## src/rtl/stream_dup_map_n.sv

```systemverilog
// stream_dup_map_n
//   Duplicates one valid/ready input stream onto CHANNELS output streams.
//   Each copy is mapped per channel at push time and queued in a
//   DEPTH-entry FIFO, so consumers can stall independently.
//   LOSSY=0: the input stalls while any channel FIFO is full.
//   LOSSY=1: the input never stalls; a full channel drops the word and
//   bumps its saturating drop counter.
//
// Ports
//   clk         clock, rising edge
//   rst         synchronous active-high reset
//   sIn         input data (WIDTH)
//   sIn_valid   input word present
//   sIn_ready   block accepts sIn this cycle
//   op          per-channel map select, channel k at [2k+1:2k]
//               (0 identity, 1 x+1, 2 -x, 3 x<<1)
//   sOut        output data, channel k at [WIDTH*k +: WIDTH]
//   sOut_valid  per-channel output valid
//   sOut_ready  per-channel consumer ready
//   drops       per-channel drop counts, channel k at [CW*k +: CW]
module stream_dup_map_n #(
  parameter int WIDTH    = 8,
  parameter int CHANNELS = 2,
  parameter int DEPTH    = 4,
  parameter int LOSSY    = 0,
  parameter int CW       = 8
) (
  input  logic                      clk,
  input  logic                      rst,
  input  logic [WIDTH-1:0]          sIn,
  input  logic                      sIn_valid,
  output logic                      sIn_ready,
  input  logic [2*CHANNELS-1:0]     op,
  output logic [WIDTH*CHANNELS-1:0] sOut,
  output logic [CHANNELS-1:0]       sOut_valid,
  input  logic [CHANNELS-1:0]       sOut_ready,
  output logic [CW*CHANNELS-1:0]    drops
);

  localparam int AW = $clog2(DEPTH);
  localparam logic [AW-1:0] PTR_ONE = AW'(1);
  localparam logic [AW:0]   CNT_ONE = (AW+1)'(1);
  localparam logic [AW:0]   CNT_FULL = (AW+1)'(DEPTH);

  logic [CHANNELS-1:0] full;
  logic                acc;

  // Readiness only looks at registered counts, so there is no path from
  // sOut_ready to sIn_ready; space freed by a pop shows up next cycle.
  if (LOSSY == 0) begin : g_ready_bp
    assign sIn_ready = ~rst & ~(|full);
  end else begin : g_ready_lossy
    assign sIn_ready = ~rst;
  end

  assign acc = sIn_valid & sIn_ready;

  function automatic logic [WIDTH-1:0] map_op(input logic [1:0] sel,
                                              input logic [WIDTH-1:0] x);
    logic [WIDTH-1:0] r;
    r = x;
    case (sel)
      2'd0: r = x;
      2'd1: r = x + WIDTH'(1);
      2'd2: r = '0 - x;
      2'd3: r = x << 1;
      default: r = x;
    endcase
    return r;
  endfunction

  for (genvar k = 0; k < CHANNELS; k++) begin : g_ch
    logic [WIDTH-1:0] mem [DEPTH];
    logic [AW-1:0]    rd_ptr;
    logic [AW-1:0]    wr_ptr;
    logic [AW:0]      count;
    logic             push;
    logic             pop;

    assign full[k] = (count == CNT_FULL);
    // In lossless mode acc already implies no channel is full; in lossy
    // mode a full channel turns the push into a drop even if it pops now.
    assign push = acc & ~full[k];
    assign sOut_valid[k] = ~rst & (count != '0);
    assign pop  = sOut_valid[k] & sOut_ready[k];
    assign sOut[WIDTH*k +: WIDTH] = mem[rd_ptr];

    always_ff @(posedge clk) begin
      if (push) begin
        mem[wr_ptr] <= map_op(op[2*k +: 2], sIn);
      end
    end

    always_ff @(posedge clk) begin
      if (rst) begin
        rd_ptr <= '0;
        wr_ptr <= '0;
        count  <= '0;
      end else begin
        if (push) wr_ptr <= wr_ptr + PTR_ONE;
        if (pop)  rd_ptr <= rd_ptr + PTR_ONE;
        case ({push, pop})
          2'b10:   count <= count + CNT_ONE;
          2'b01:   count <= count - CNT_ONE;
          default: count <= count;
        endcase
      end
    end

    if (LOSSY != 0) begin : g_drops
      logic [CW-1:0] drop_cnt;
      always_ff @(posedge clk) begin
        if (rst) begin
          drop_cnt <= '0;
        end else if (acc && full[k] && (drop_cnt != '1)) begin
          drop_cnt <= drop_cnt + CW'(1);
        end
      end
      assign drops[CW*k +: CW] = drop_cnt;
    end else begin : g_no_drops
      assign drops[CW*k +: CW] = '0;
    end
  end

endmodule

```

## config.mk

```make
export PLATFORM = sky130hd
export DESIGN_NAME = stream_dup_map_n
export DESIGN_NICKNAME = d
export VERILOG_FILES = /design/src/rtl/stream_dup_map_n.sv
export SDC_FILE = /design/constraint.sdc
export NUM_CORES = 1
export LEC_CHECK = 0
export CELL_PAD_IN_SITES_DETAIL_PLACEMENT = 1
export CELL_PAD_IN_SITES_GLOBAL_PLACEMENT = 1
export CORE_AREA = 4 4 102 104
export CTS_CLUSTER_SIZE = 20
export DETAILED_ROUTE_END_ITERATION = 7
export DIE_AREA = 0 0 106 108
export PLACE_DENSITY = 0.89
export SETUP_SLACK_MARGIN = 0.3
export SLEW_MARGIN = 0
export SYNTH_ARGS = -nofsm -noshare
export SYNTH_HDL_FRONTEND = slang
export SYNTH_SLANG_ARGS = --single-unit
```

## constraint.sdc

```tcl
create_clock -name clk -period 2.61 [get_ports clk]
set_input_delay 0.522 -clock clk [delete_from_list [all_inputs] [get_ports clk]]
set_output_delay 0.522 -clock clk [all_outputs]
set_load 0.1 [all_outputs]
```

# After elaboration in Yosys (flattened, before gate mapping)
# Memory sizes are Yosys's and may differ from the RTL's. A register that Yosys moved wholly into a read port is not among the register bits.
# Cells that the tools add are included.
totals:
  ram_bits: 64
  reg_bits: 14
  wordCells: 63
  memories: 2
  inputBits: 17
mem_list:
  columns: ["name", "depth", "word_bits", "rd", "rd_clocked_by_memory_dff", "wr", "line_no", "source"]
  rows:
  - ["g_ch[0].mem", 4, 8, 1, 1, 1, "73", "logic [WIDTH-1:0] mem [DEPTH];"]
  - ["g_ch[1].mem", 4, 8, 1, 1, 1, "73", null]
classes:
  n_eq_ne: 12
  muxes: 14
  n_bitwise: 12
  n_reduce_logical: 7
  add_sub_neg: 10
ops:
  columns: ["operator", "count"]
  rows:
  - ["one-hot mux 8 bit (4 select lines)", 2]
  - ["2-to-1 mux 8 bit", 2]
  - ["== test 2 bit (second input constant)", 6]
  - ["one-hot mux 3 bit (2 select lines)", 2]
  - ["adder 2 x 1 -> 2 bit (second input constant)", 4]
  - ["adder 8 x 1 -> 8 bit (second input constant)", 1]
  - ["bitwise AND 1 bit", 8]
  - ["== test 2 x 1 -> 1 bit (second input constant)", 4]
  - ["2-to-1 mux 2 bit", 4]
  - ["subtractor 1 x 8 -> 8 bit (first input constant)", 1]
  - ["adder 3 x 1 -> 3 bit (second input constant)", 2]
  - ["== test 3 bit (second input constant)", 2]
  - ["nonzero test 3 bit", 2]
  - ["subtractor 3 x 1 -> 3 bit (second input constant)", 2]
  - ["logical NOT 2 bit", 2]
  - ["2-to-1 mux 1 bit", 4]
  - ["inverter 1 bit", 4]
  - ["nonzero test 2 bit", 2]
  - ["OR reduction 2 bit", 1]

# Longest topological paths before layout
# Gate-level depths: netlist (run 1).
logic_depth:
  depth_word: 8
  ltp_mapped: 10

# Worst setup path after synthesis (run 1)
# OpenSTA, ideal clock, no wires.
synth_path:
  path_kind: "in2out"
  from: "input port rst"
  to: "output port sIn_ready"
  slack_ns: -0.698
  t_arrival_ns: 2.786
  cell_stages: 2
  path_buffers: 1
  cell_sequence: "clkbuf_1 -> nor3_1"
synth_between:
  elab_chain_cells: 2
synth_rtl:
  columns: ["element", "line_no", "source"]
  rows:
  - ["start, declared", "29", "input logic rst,"]
  - ["inverter 1 bit", "51", "assign sIn_ready = ~rst & ~(|full);"]
  - ["bitwise AND 1 bit", "51", null]
  - ["end, declared", "32", "output logic sIn_ready,"]
# Every way passes these cells.

==> flow_metrics.env, run 1 <==
export IMPL_slowest_delay_ps=600
export IMPL_cts_root_buf="clkbuf_8"
export IMPL_ys_warn_count=0
export IMPL_r2r_start="g_ch[1].count[2]"
export IMPL_drive_gt1_share_pct=24.9
export IMPL_cp_num_buf_inv=1
export IMPL_p_seq_share_pct=45.4
export IMPL_path_max_fanout=8
export IMPL_die_area_um2=11400
export IMPL_cp_start_kind="flip-flop"
export IMPL_antenna_found_initial=0
export IMPL_drc=0
export IMPL_row_count=36
export IMPL_cts_hold_buf=0
export IMPL_reg2regPathDepth=9
export IMPL_vias=2861
export IMPL_die_x_um=106
export IMPL_place_hpwl_mm=6.67
export IMPL_maxCapViolCount=0
export IMPL_path_cells="mux4_2 > buf_12"
export IMPL_dr_first_iter_drc_count=185
export IMPL_synth_main_ff_cell="edfxtp_1"
export IMPL_tightest_slew_ps=803
export IMPL_reg2reg_slack_ps=450
export IMPL_grt_max_degree=22
export IMPL_die_h_um=108
export IMPL_ys_ff_latch=82
export IMPL_crit_required_ps=2090
export IMPL_synthTopCellsByArea="edfxtp_1, dfxtp_1, mux4_2, ha_1, buf_4"
export IMPL_drt_total_wl_mm=9.55
export IMPL_vias_per_cell=5.43
export IMPL_synthCells=336
export IMPL_synth_top_cell_by_area="edfxtp_1"
export IMPL_cp_slowest_cell="mux4_2"
export IMPL_clk_latency_ps=360
export IMPL_synth_most_common_cell="edfxtp_1"
export IMPL_wl_per_cell_um=18.1
export IMPL_min_period_ps=2180
export IMPL_swShare_pct=33.5
export IMPL_fmax_ghz=0.458
export IMPL_cp_end_kind="primary output"
export IMPL_comb_power_share_pct=28.2
export IMPL_start_util_pct=43.5
export IMPL_place_inst=510
export IMPL_grt_pass1_vias=3008
export IMPL_clkSlewWorstSetupHoldPaths_ps=80
export IMPL_io_pins=52
export IMPL_p_leak_nw=1.92
export IMPL_core_um2=9550
export IMPL_clk_path_buf_depth=2
export IMPL_finalSetupViolations=0
export IMPL_yosysUniqueCellTypes=55
export IMPL_r2r_end="g_ch[0].count[2]"
export IMPL_async_reset_ff_share_pct=0
export IMPL_p_sw_mw=1.13
export IMPL_syn_area_per_cell_um2=12.4
export IMPL_path_class="flip-flop to primary output"
export IMPL_syn_area_um2=4160
export IMPL_htree_levels=3
export IMPL_crit_end="sOut[15]"
export IMPL_drt_first_pass_iters=4
export IMPL_crit_cells=2
export IMPL_final_cells=527
export IMPL_worstHoldPathType="flip-flop to flip-flop"
export IMPL_grt_pass1_wl_mm=15.2
export IMPL_hp_start="g_ch[1].rd_ptr[1]"
export IMPL_synth_edf_count=64
export IMPL_n_antenna_cell=0
export IMPL_nets=421
export IMPL_gp_congestion=0.830
export IMPL_power_frac_clock_pct=26.3
export IMPL_syn_to_final_growth_pct=25.4
export IMPL_final_antenna_net_count=0
export IMPL_yosysTopAreaCellShare_pct=46.2
export IMPL_cts_sinks=82
export IMPL_cts_tree="yes"
export IMPL_internal_power_mw=2.24
export IMPL_fin_total_pwr_mw=3.37
export IMPL_port_buffers=35
export IMPL_fin_skew_ps=8.09
export IMPL_grt_ovfl_total=0
export IMPL_grt_usage_pct=17.2
export IMPL_power_density_nw_per_um2=647
export IMPL_synth_commonest_cells="edfxtp_1, nor2_1, inv_1, dfxtp_1, clkbuf_1"
export IMPL_relSlewSlack_pct=45.8
export IMPL_path_delay_family="multiplexers"
export IMPL_rsz0062_at_grt="no"
export IMPL_cts_buffers=9
export IMPL_hold_violations=0
export IMPL_post_route_period_util_pct=83.6
export IMPL_ys_seq_area_share_pct=54.9
export IMPL_slew_viol_final=0
export IMPL_status="completed"
export IMPL_vdd_drop_max_uv=248
export IMPL_arrival_ps=1660
## cell families after synthesis
group	count (synthesis)	share of synthesized area, %
and+or+nand+nor	91	11.8
DFF	82	54.9
buffers and inverters	58	6.92
AOI/OAI and AO/OA	60	9.93
xor gates and xnor gates	9	1.90
other	1	0.0902
adders and majority gates	14	4.58
muxes	21	9.87
## layout make-up
type / instances / area (um2)
Clock inverter: 6 / 58.8
Fill cell: 1002 / 4340
Multi-Input combinational cell: 211 / 1710
Timing Repair Buffer: 66 / 790
Sequential cell: 82 / 2290
Inverter: 20 / 75.1
Clock buffer: 9 / 124
Tap cell: 133 / 166
## routing by layer
layer | global-route usage (%) | vias to the layer above | share of wire [%]
met3 | 5.19 | 22 | 6.7
met2 | 29.6 | 86 | 51
met4 | 6.38 | 0 | 2.3
met5 | 0 | - | 0
met1 | 20.3 | 1429 | 40
li1 | - | 1324 | -
## state kept, by name, indices dropped and copies added, names as in the netlist, named ones only
register,count
g_ch.count,6
g_ch.mem,64
g_ch.rd_ptr,4
g_ch.wr_ptr,4
## worst min path at each step
stage                             end  slack [ps]  cells past startpoint
floorplan                   flip-flop         430                      1
global placement    g_ch[1].rd_ptr[1]         440                      1
detailed placement  g_ch[1].rd_ptr[1]         460                      1
CTS                 g_ch[1].rd_ptr[1]         480                      1
global route                flip-flop         510                      1
finish              g_ch[1].rd_ptr[1]         480                      1
## through the flow
step	setup TNS [ps]	hold slack, ps	util [%]	cell area, um2	setup slack (ps)
finish	0	480	54.6	5210	428
global route	0	514	54.6	5210	304
CTS	0	476	53.8	5140	263
detailed placement	-1350	457	51.8	4950	-118
global placement	-85.5	444	51.8	4950	-42.7
floorplan	-223	428	-	4240	-111
## power by group through the flow
stage | Combinational (mW) | Clock, mW | Sequential [mW]
floorplan | 0.676 | 0 | 1.53
global placement | 0.912 | 0 | 1.55
detailed placement | 0.940 | 0 | 1.56
CTS | 0.947 | 0.913 | 1.53
global route | 1.00 | 0.964 | 1.54
finish | 0.952 | 0.888 | 1.53
## cell usage in the layout, fill, tap and decap left out, types with 10 or more instances in the layout
| cell | Yosys | final |
|---|---|---|
| buf_12 | 0 | 19 |
| clkdlybuf4s50_1 | 0 | 11 |
| edfxtp_1 | 64 | 64 |
| ha_1 | 12 | 12 |
| nor3_1 | 12 | 10 |
| buf_4 | 16 | 30 |
| dfxtp_1 | 18 | 16 |
| conb_1 | 1 | 16 |
| nand2_1 | 15 | 15 |
| inv_1 | 20 | 20 |
| a21oi_1 | 16 | 16 |
| mux4_2 | 16 | 16 |
| nor2_1 | 26 | 26 |
## what timing repair did
action	in CTS	in global routing
endpoints found under the hold margin	0	0
pin swaps	0	3
gates cloned	0	0
setup buffers	0	2
setup endpoints to repair	22	29
gates resized for setup	3	14
Note: power is estimated with default switching activity, not from simulation.
==> run 2, diff against run 1 <==
==> constraint.sdc (replaced) <==
create_clock -name clk -period 2.1 [get_ports clk]
set_input_delay 0.42 -clock clk [delete_from_list [all_inputs] [get_ports clk]]
set_output_delay 0.42 -clock clk [all_outputs]
set_load 0.1 [all_outputs]
==> run 2 against run 1 <==
Sequential power up 24%. Total power rose by 44%. Clock power is 73% higher. Hold slack improved by 4.2 ps. First-iteration DRC count shrank 21%. Cell count rose by 7.6%. Via count grew 9.2%. Register-to-register slack got worse by 430 ps. Clock skew increased by 9.8 ps. Critical endpoint is now g_ch[0].count[2]. Setup slack got worse by 410 ps. Highest routed layer is now met5. Largest cell class unchanged.
==> flow_metrics.env, run 2 (synthesis results as in run 1) <==
export IMPL_rsz0062_at_grt="yes"
export IMPL_die_area_um2=11400
export IMPL_relSlewSlack_pct=62.9
export IMPL_final_common_cell="edfxtp_1"
export IMPL_nFillCells=951
export IMPL_grt_usage_pct=21.1
export IMPL_largest_reg_flops=64
export IMPL_dr_first_iter_drc_count=147
export IMPL_min_period_ps=2080
export IMPL_cts_sinks=82
export IMPL_fin_util_pct=62.1
export IMPL_status="completed"
export IMPL_core_um2=9550
export IMPL_fin_skew_ps=17.9
export IMPL_finalSetupViolations=0
export IMPL_row_count=36
export IMPL_htree_levels=3
export IMPL_syn_to_final_growth_pct=42.6
export IMPL_worstHoldPathType="flip-flop to flip-flop"
export IMPL_maxCapViolCount=0
export IMPL_hold_ws_ps=484
export IMPL_cts_tree="yes"
export IMPL_place_hpwl_mm=7.98
export IMPL_clk_latency_ps=370
export IMPL_port_buffers=35
export IMPL_fmax_ghz=0.480
export IMPL_nets=460
export IMPL_die_h_um=108
export IMPL_path_class="flip-flop to flip-flop"
export IMPL_start_util_pct=43.5
export IMPL_grt_pass1_wl_mm=18.4
export IMPL_n_antenna_cell=0
export IMPL_io_pins=52
export IMPL_slew_viol_final=0
export IMPL_tightest_slew_ps=547
export IMPL_cp_start_kind="flip-flop"
export IMPL_hold_violations=0
export IMPL_antenna_found_initial=1
export IMPL_drt_first_pass_iters=5
export IMPL_drive_gt1_share_pct=41.7
export IMPL_path_max_fanout=4
export IMPL_wl_per_cell_um=21.6
export IMPL_gp_congestion=0.850
export IMPL_grt_max_degree=17
export IMPL_vias=3125
export IMPL_arrival_ps=2370
export IMPL_largest_registers="g_ch.mem x64, g_ch.count x6"
export IMPL_vdd_drop_max_uv=355
export IMPL_grt_ovfl_total=0
export IMPL_top_register="g_ch.mem"
export IMPL_cts_buffers=9
export IMPL_cts_root_buf="clkbuf_8"
export IMPL_cp_end_kind="flip-flop"
export IMPL_drt_total_wl_mm=12.2
export IMPL_clk_path_buf_depth=2
export IMPL_post_route_period_util_pct=99.2
export IMPL_die_x_um=106
export IMPL_power_density_nw_per_um2=820
export IMPL_p_leak_nw=2.23
export IMPL_drc=0
export IMPL_mostFrequentLayoutCells="edfxtp_1, buf_4, buf_12"
export IMPL_crit_required_ps=2390
export IMPL_grt_pass1_vias=3411
export IMPL_vias_per_cell=5.51
export IMPL_final_antenna_net_count=0
export IMPL_cts_hold_buf=0
export IMPL_clkSlewWorstSetupHoldPaths_ps=90
==> run 2: changes by cell type in the layout (fill, tap and decap cells not counted), moves of 5 or more <==
cell	previous run	this run
and2_4	0	8
nor3_1	10	5
buf_12	19	29
buf_4	30	53
buf_6	1	7
dfxtp_1	16	10
and2_1	8	0
inv_1	20	15
clkdlybuf4s50_1	11	6
==> run 2: cell type report <==
cell class,instances,area (um2),area share [%]
sequential,82,2300,38.9
multi-input combinational,211,1880,31.8
timing repair buffer,105,1230,20.7
tap,133,166,2.81
clock inverter,6,138,2.32
clock buffer,10,128,2.15
inverter,20,77.6,1.31
==> run 2: metal layers <==
metal	share of wire (%)	global-route usage [%]	vias up
met2	56	39.4	107
met1	37	24.2	1597
met4	2.2	7.22	2
met3	4.7	4.36	24
met5	0.057	0	-
li1	-	-	1395
==> run 2: what timing repair did <==
item                                    in CTS  in global routing
gates cloned                                 0                  1
endpoints found under the setup margin     136                130
setup buffers                                6                 10
resized for setup                           45                 30
pin swaps                                   15                 19
==> run 2: metrics by stage <==
step / instance area [um2] / setup WS (ps) / total power [mW] / TNS (ps) / cells
after floorplan: 4370 / 38.7 / 2.80 / 0 / 351
after global placement: 5340 / -420 / 3.18 / -21160 / 534
after detailed placement: 5340 / -581 / 3.23 / -30800 / 534
after CTS: 5720 / 40.5 / 4.81 / 0 / 556
after global routing: 5930 / -76.6 / 5.02 / -88.3 / 567
final: 5930 / 17.3 / 4.86 / 0 / 567
==> run 2: power by group <==
part / internal (mW) / leakage (nW) / switching, mW / total [mW]
Combinational: 0.549 / 1.36 / 0.874 / 1.42
Sequential: 1.85 / 0.734 / 0.0527 / 1.90
Clock: 0.917 / 0.131 / 0.622 / 1.54
==> run 2: critical path, stage by stage, from the launching register on <==
cell and delay [ps]:
dfxtp_4 370, nor3b_4 260, nor4b_4 100, inv_4 80, ha_4 130, inv_2 40
fa_2 360, xor2_2 170, or3_4 350, a21oi_2 150
==> run 2: worst paths after layout <==
check,from,endpoint,slack [ps],depth (start not counted)
setup / recovery,g_ch[0].count[1],g_ch[0].count[2],20,9
hold / removal,g_ch[0].rd_ptr[1],g_ch[0].rd_ptr[1],480,1
setup reg to reg,g_ch[0].count[1],g_ch[0].count[2],20,9
hold reg to reg,g_ch[0].rd_ptr[1],g_ch[0].rd_ptr[1],480,1
==> run 3, diff against run 2 <==
--- a/config.mk
+++ b/config.mk
@@ -7,10 +7,10 @@
 export LEC_CHECK = 0
 export CELL_PAD_IN_SITES_DETAIL_PLACEMENT = 1
 export CELL_PAD_IN_SITES_GLOBAL_PLACEMENT = 1
-export CORE_AREA = 4 4 102 104
+export CORE_AREA = 5 5 103 105
 export CTS_CLUSTER_SIZE = 20
 export DETAILED_ROUTE_END_ITERATION = 7
-export DIE_AREA = 0 0 106 108
+export DIE_AREA = 0 0 108 110
 export PLACE_DENSITY = 0.89
 export SETUP_SLACK_MARGIN = 0.3
 export SLEW_MARGIN = 0
==> constraint.sdc (replaced) <==
create_clock -name clk -period 2.4 [get_ports clk]
set_input_delay 0.48 -clock clk [delete_from_list [all_inputs] [get_ports clk]]
set_output_delay 0.48 -clock clk [all_outputs]
set_load 0.1 [all_outputs]
==> run 3 against run 2 <==
Setup slack gained 270 ps. Total power shrank 25%. Sequential power shrank 13%. Non-clock buffer count shrank 20. Sequential share of layout area grew 2.9 points. Register-to-register slack gained 270 ps. Via count shrank 7.0%. Utilization shrank 4.6 points. First-iteration DRC count shrank 14%.
==> flow_metrics.env, run 3 (synthesis results as in run 1) <==
export IMPL_status="completed"
export IMPL_placed_cell_area_um2=5230
export IMPL_hold_ws_ps=461
export IMPL_hp_start="g_ch[0].rd_ptr[1]"
export IMPL_fin_ws_ps=288
export IMPL_reg2regPathDepth=9
export IMPL_drt_total_wl_mm=10.2
export IMPL_syn_to_final_growth_pct=32.0
export IMPL_nets=440
export IMPL_nFillCells=966
export IMPL_clk_latency_ps=350
export IMPL_grt_usage_pct=18.1
export IMPL_maxCapViolCount=0
export IMPL_final_antenna_net_count=0
export IMPL_drc=0
export IMPL_tightest_slew_ps=582
export IMPL_final_common_cell="edfxtp_1"
export IMPL_drt_first_pass_iters=4
export IMPL_power_frac_clock_pct=23.7
export IMPL_cts_tree="yes"
export IMPL_grt_max_degree=17
export IMPL_p_seq_share_pct=45.5
export IMPL_largest_reg_flops=64
export IMPL_r2r_start="g_ch[0].count[2]"
export IMPL_power_density_nw_per_um2=665
export IMPL_start_util_pct=43.5
export IMPL_path_cells="nor3b_4 > nor4b_4 > inv_1 > ha_2 > inv_2 > fa_2 > xor2_1 > or3_1 > a21oi_2"
export IMPL_cp_start_kind="flip-flop"
export IMPL_relSlewSlack_pct=60.9
export IMPL_p_sw_mw=1.23
export IMPL_row_count=36
export IMPL_drive_gt1_share_pct=32.4
export IMPL_fin_util_pct=57.5
export IMPL_path_max_fanout=4
export IMPL_final_design_area_no_fill_um2=5490
export IMPL_wl_per_cell_um=18.7
export IMPL_slowest_delay_ps=360
export IMPL_clk_path_buf_depth=2
export IMPL_reg2reg_slack_ps=290
export IMPL_grt_pass1_wl_mm=16.3
export IMPL_port_buffers=35
export IMPL_r2r_end="g_ch[1].count[2]"
export IMPL_crit_required_ps=2680
export IMPL_die_x_um=108
export IMPL_worstHoldPathType="flip-flop to flip-flop"
export IMPL_cts_root_buf="clkbuf_8"
export IMPL_die_area_um2=11900
export IMPL_swShare_pct=33.6
export IMPL_arrival_ps=2390
export IMPL_die_h_um=110
export IMPL_cts_buffers=9
export IMPL_clkSlewWorstSetupHoldPaths_ps=80
export IMPL_fin_skew_ps=10.1
export IMPL_grt_pass1_vias=3207
export IMPL_min_path_cells=1
export IMPL_vias=2906
export IMPL_mostFrequentLayoutCells="edfxtp_1, buf_4, buf_12"
export IMPL_comb_power_share_pct=30.8
export IMPL_vias_per_cell=5.31
export IMPL_antenna_found_initial=0
export IMPL_internal_power_mw=2.42
export IMPL_htree_levels=3
export IMPL_post_route_period_util_pct=88.0
export IMPL_top_register="g_ch.mem"
export IMPL_rsz0062_at_grt="yes"
export IMPL_path_class="flip-flop to flip-flop"
export IMPL_finalSetupViolations=0
export IMPL_p_leak_nw=2.02
export IMPL_dr_first_iter_drc_count=126
export IMPL_hold_violations=0
export IMPL_seqCellArea_um2=2290
export IMPL_place_ws_ps=-258
export IMPL_cp_slowest_cell="or3_1"
export IMPL_largest_registers="g_ch.mem x64, g_ch.count x6"
export IMPL_min_period_ps=2110
export IMPL_gp_congestion=0.822
export IMPL_place_hpwl_mm=7.55
export IMPL_slew_viol_final=0
export IMPL_core_um2=9550
export IMPL_grt_ovfl_total=0
export IMPL_cts_hold_buf=0
export IMPL_fmax_ghz=0.473
export IMPL_cts_sinks=82
export IMPL_fin_total_pwr_mw=3.65
export IMPL_vdd_drop_max_uv=278
export IMPL_multi_input_area_um2=1750
export IMPL_cp_end_kind="flip-flop"
export IMPL_io_pins=52
export IMPL_n_antenna_cell=0
## run 3: metrics by stage
stage | cells | TNS, ps
floorplan | 351 | 0
global placement | 527 | -2320
detailed placement | 527 | -4290
CTS | 544 | 0
global route | 547 | 0
finish | 547 | 0
## run 3: area by class of cell
class / instances / share of cell area [%]
well taps: 133 / 3.03
clock inverters: 4 / 0.365
clock buffers: 12 / 2.65
repair buffers: 85 / 18.9
flip-flops and latches: 82 / 41.8
multi-input cells: 211 / 31.9
inverters: 20 / 1.37
## run 3: metal layers
layer,part of all wire [%],wire (um),up-vias,track usage (%)
li1,-,-,1359,-
met1,40,4120,1461,20.8
met2,54,5480,72,32.3
met3,4.5,460,14,5.01
met4,1.6,162,0,6.85
met5,0,0,-,0
## run 3: power groups by stage
stage	sequential (mW)	combinational [mW]	clock, mW
after floorplan	1.67	0.755	0
after global placement	1.68	1.07	0
after detailed placement	1.69	1.11	0
after CTS	1.66	1.12	0.899
after global routing	1.67	1.19	0.973
final	1.66	1.12	0.865
## run 3: worst max-delay path: cells and delay by family (launching register included)
kind	cells	cell delay [ps]
and+or+nand+nor	3	740
DFF	1	350
xor gates and xnor gates	1	160
AOI/OAI and AO/OA	1	140
buffers and inverters	2	120
adders and majority gates	2	540
## run 3: how the worst max path moves through the flow
stage | startpoint | depth (start not counted) | endpoint
4_1_cts | g_ch[1].count[2] | 9 | g_ch[1].count[2]
3_3_place_gp | sIn[0] | 5 | g_ch[0].mem[2][7]
3_5_place_dp | rst | 9 | g_ch[1].count[2]
2_1_floorplan | rst | 2 | sIn_ready
6_report | g_ch[0].count[2] | 9 | g_ch[1].count[2]
5_1_grt | g_ch[0].count[1] | 9 | g_ch[1].count[2]
## run 3: timing repair
item	in CTS	in global routing
pin swaps	5	3
setup buffers	1	3
gates resized for setup	16	9
setup endpoints to repair	41	39
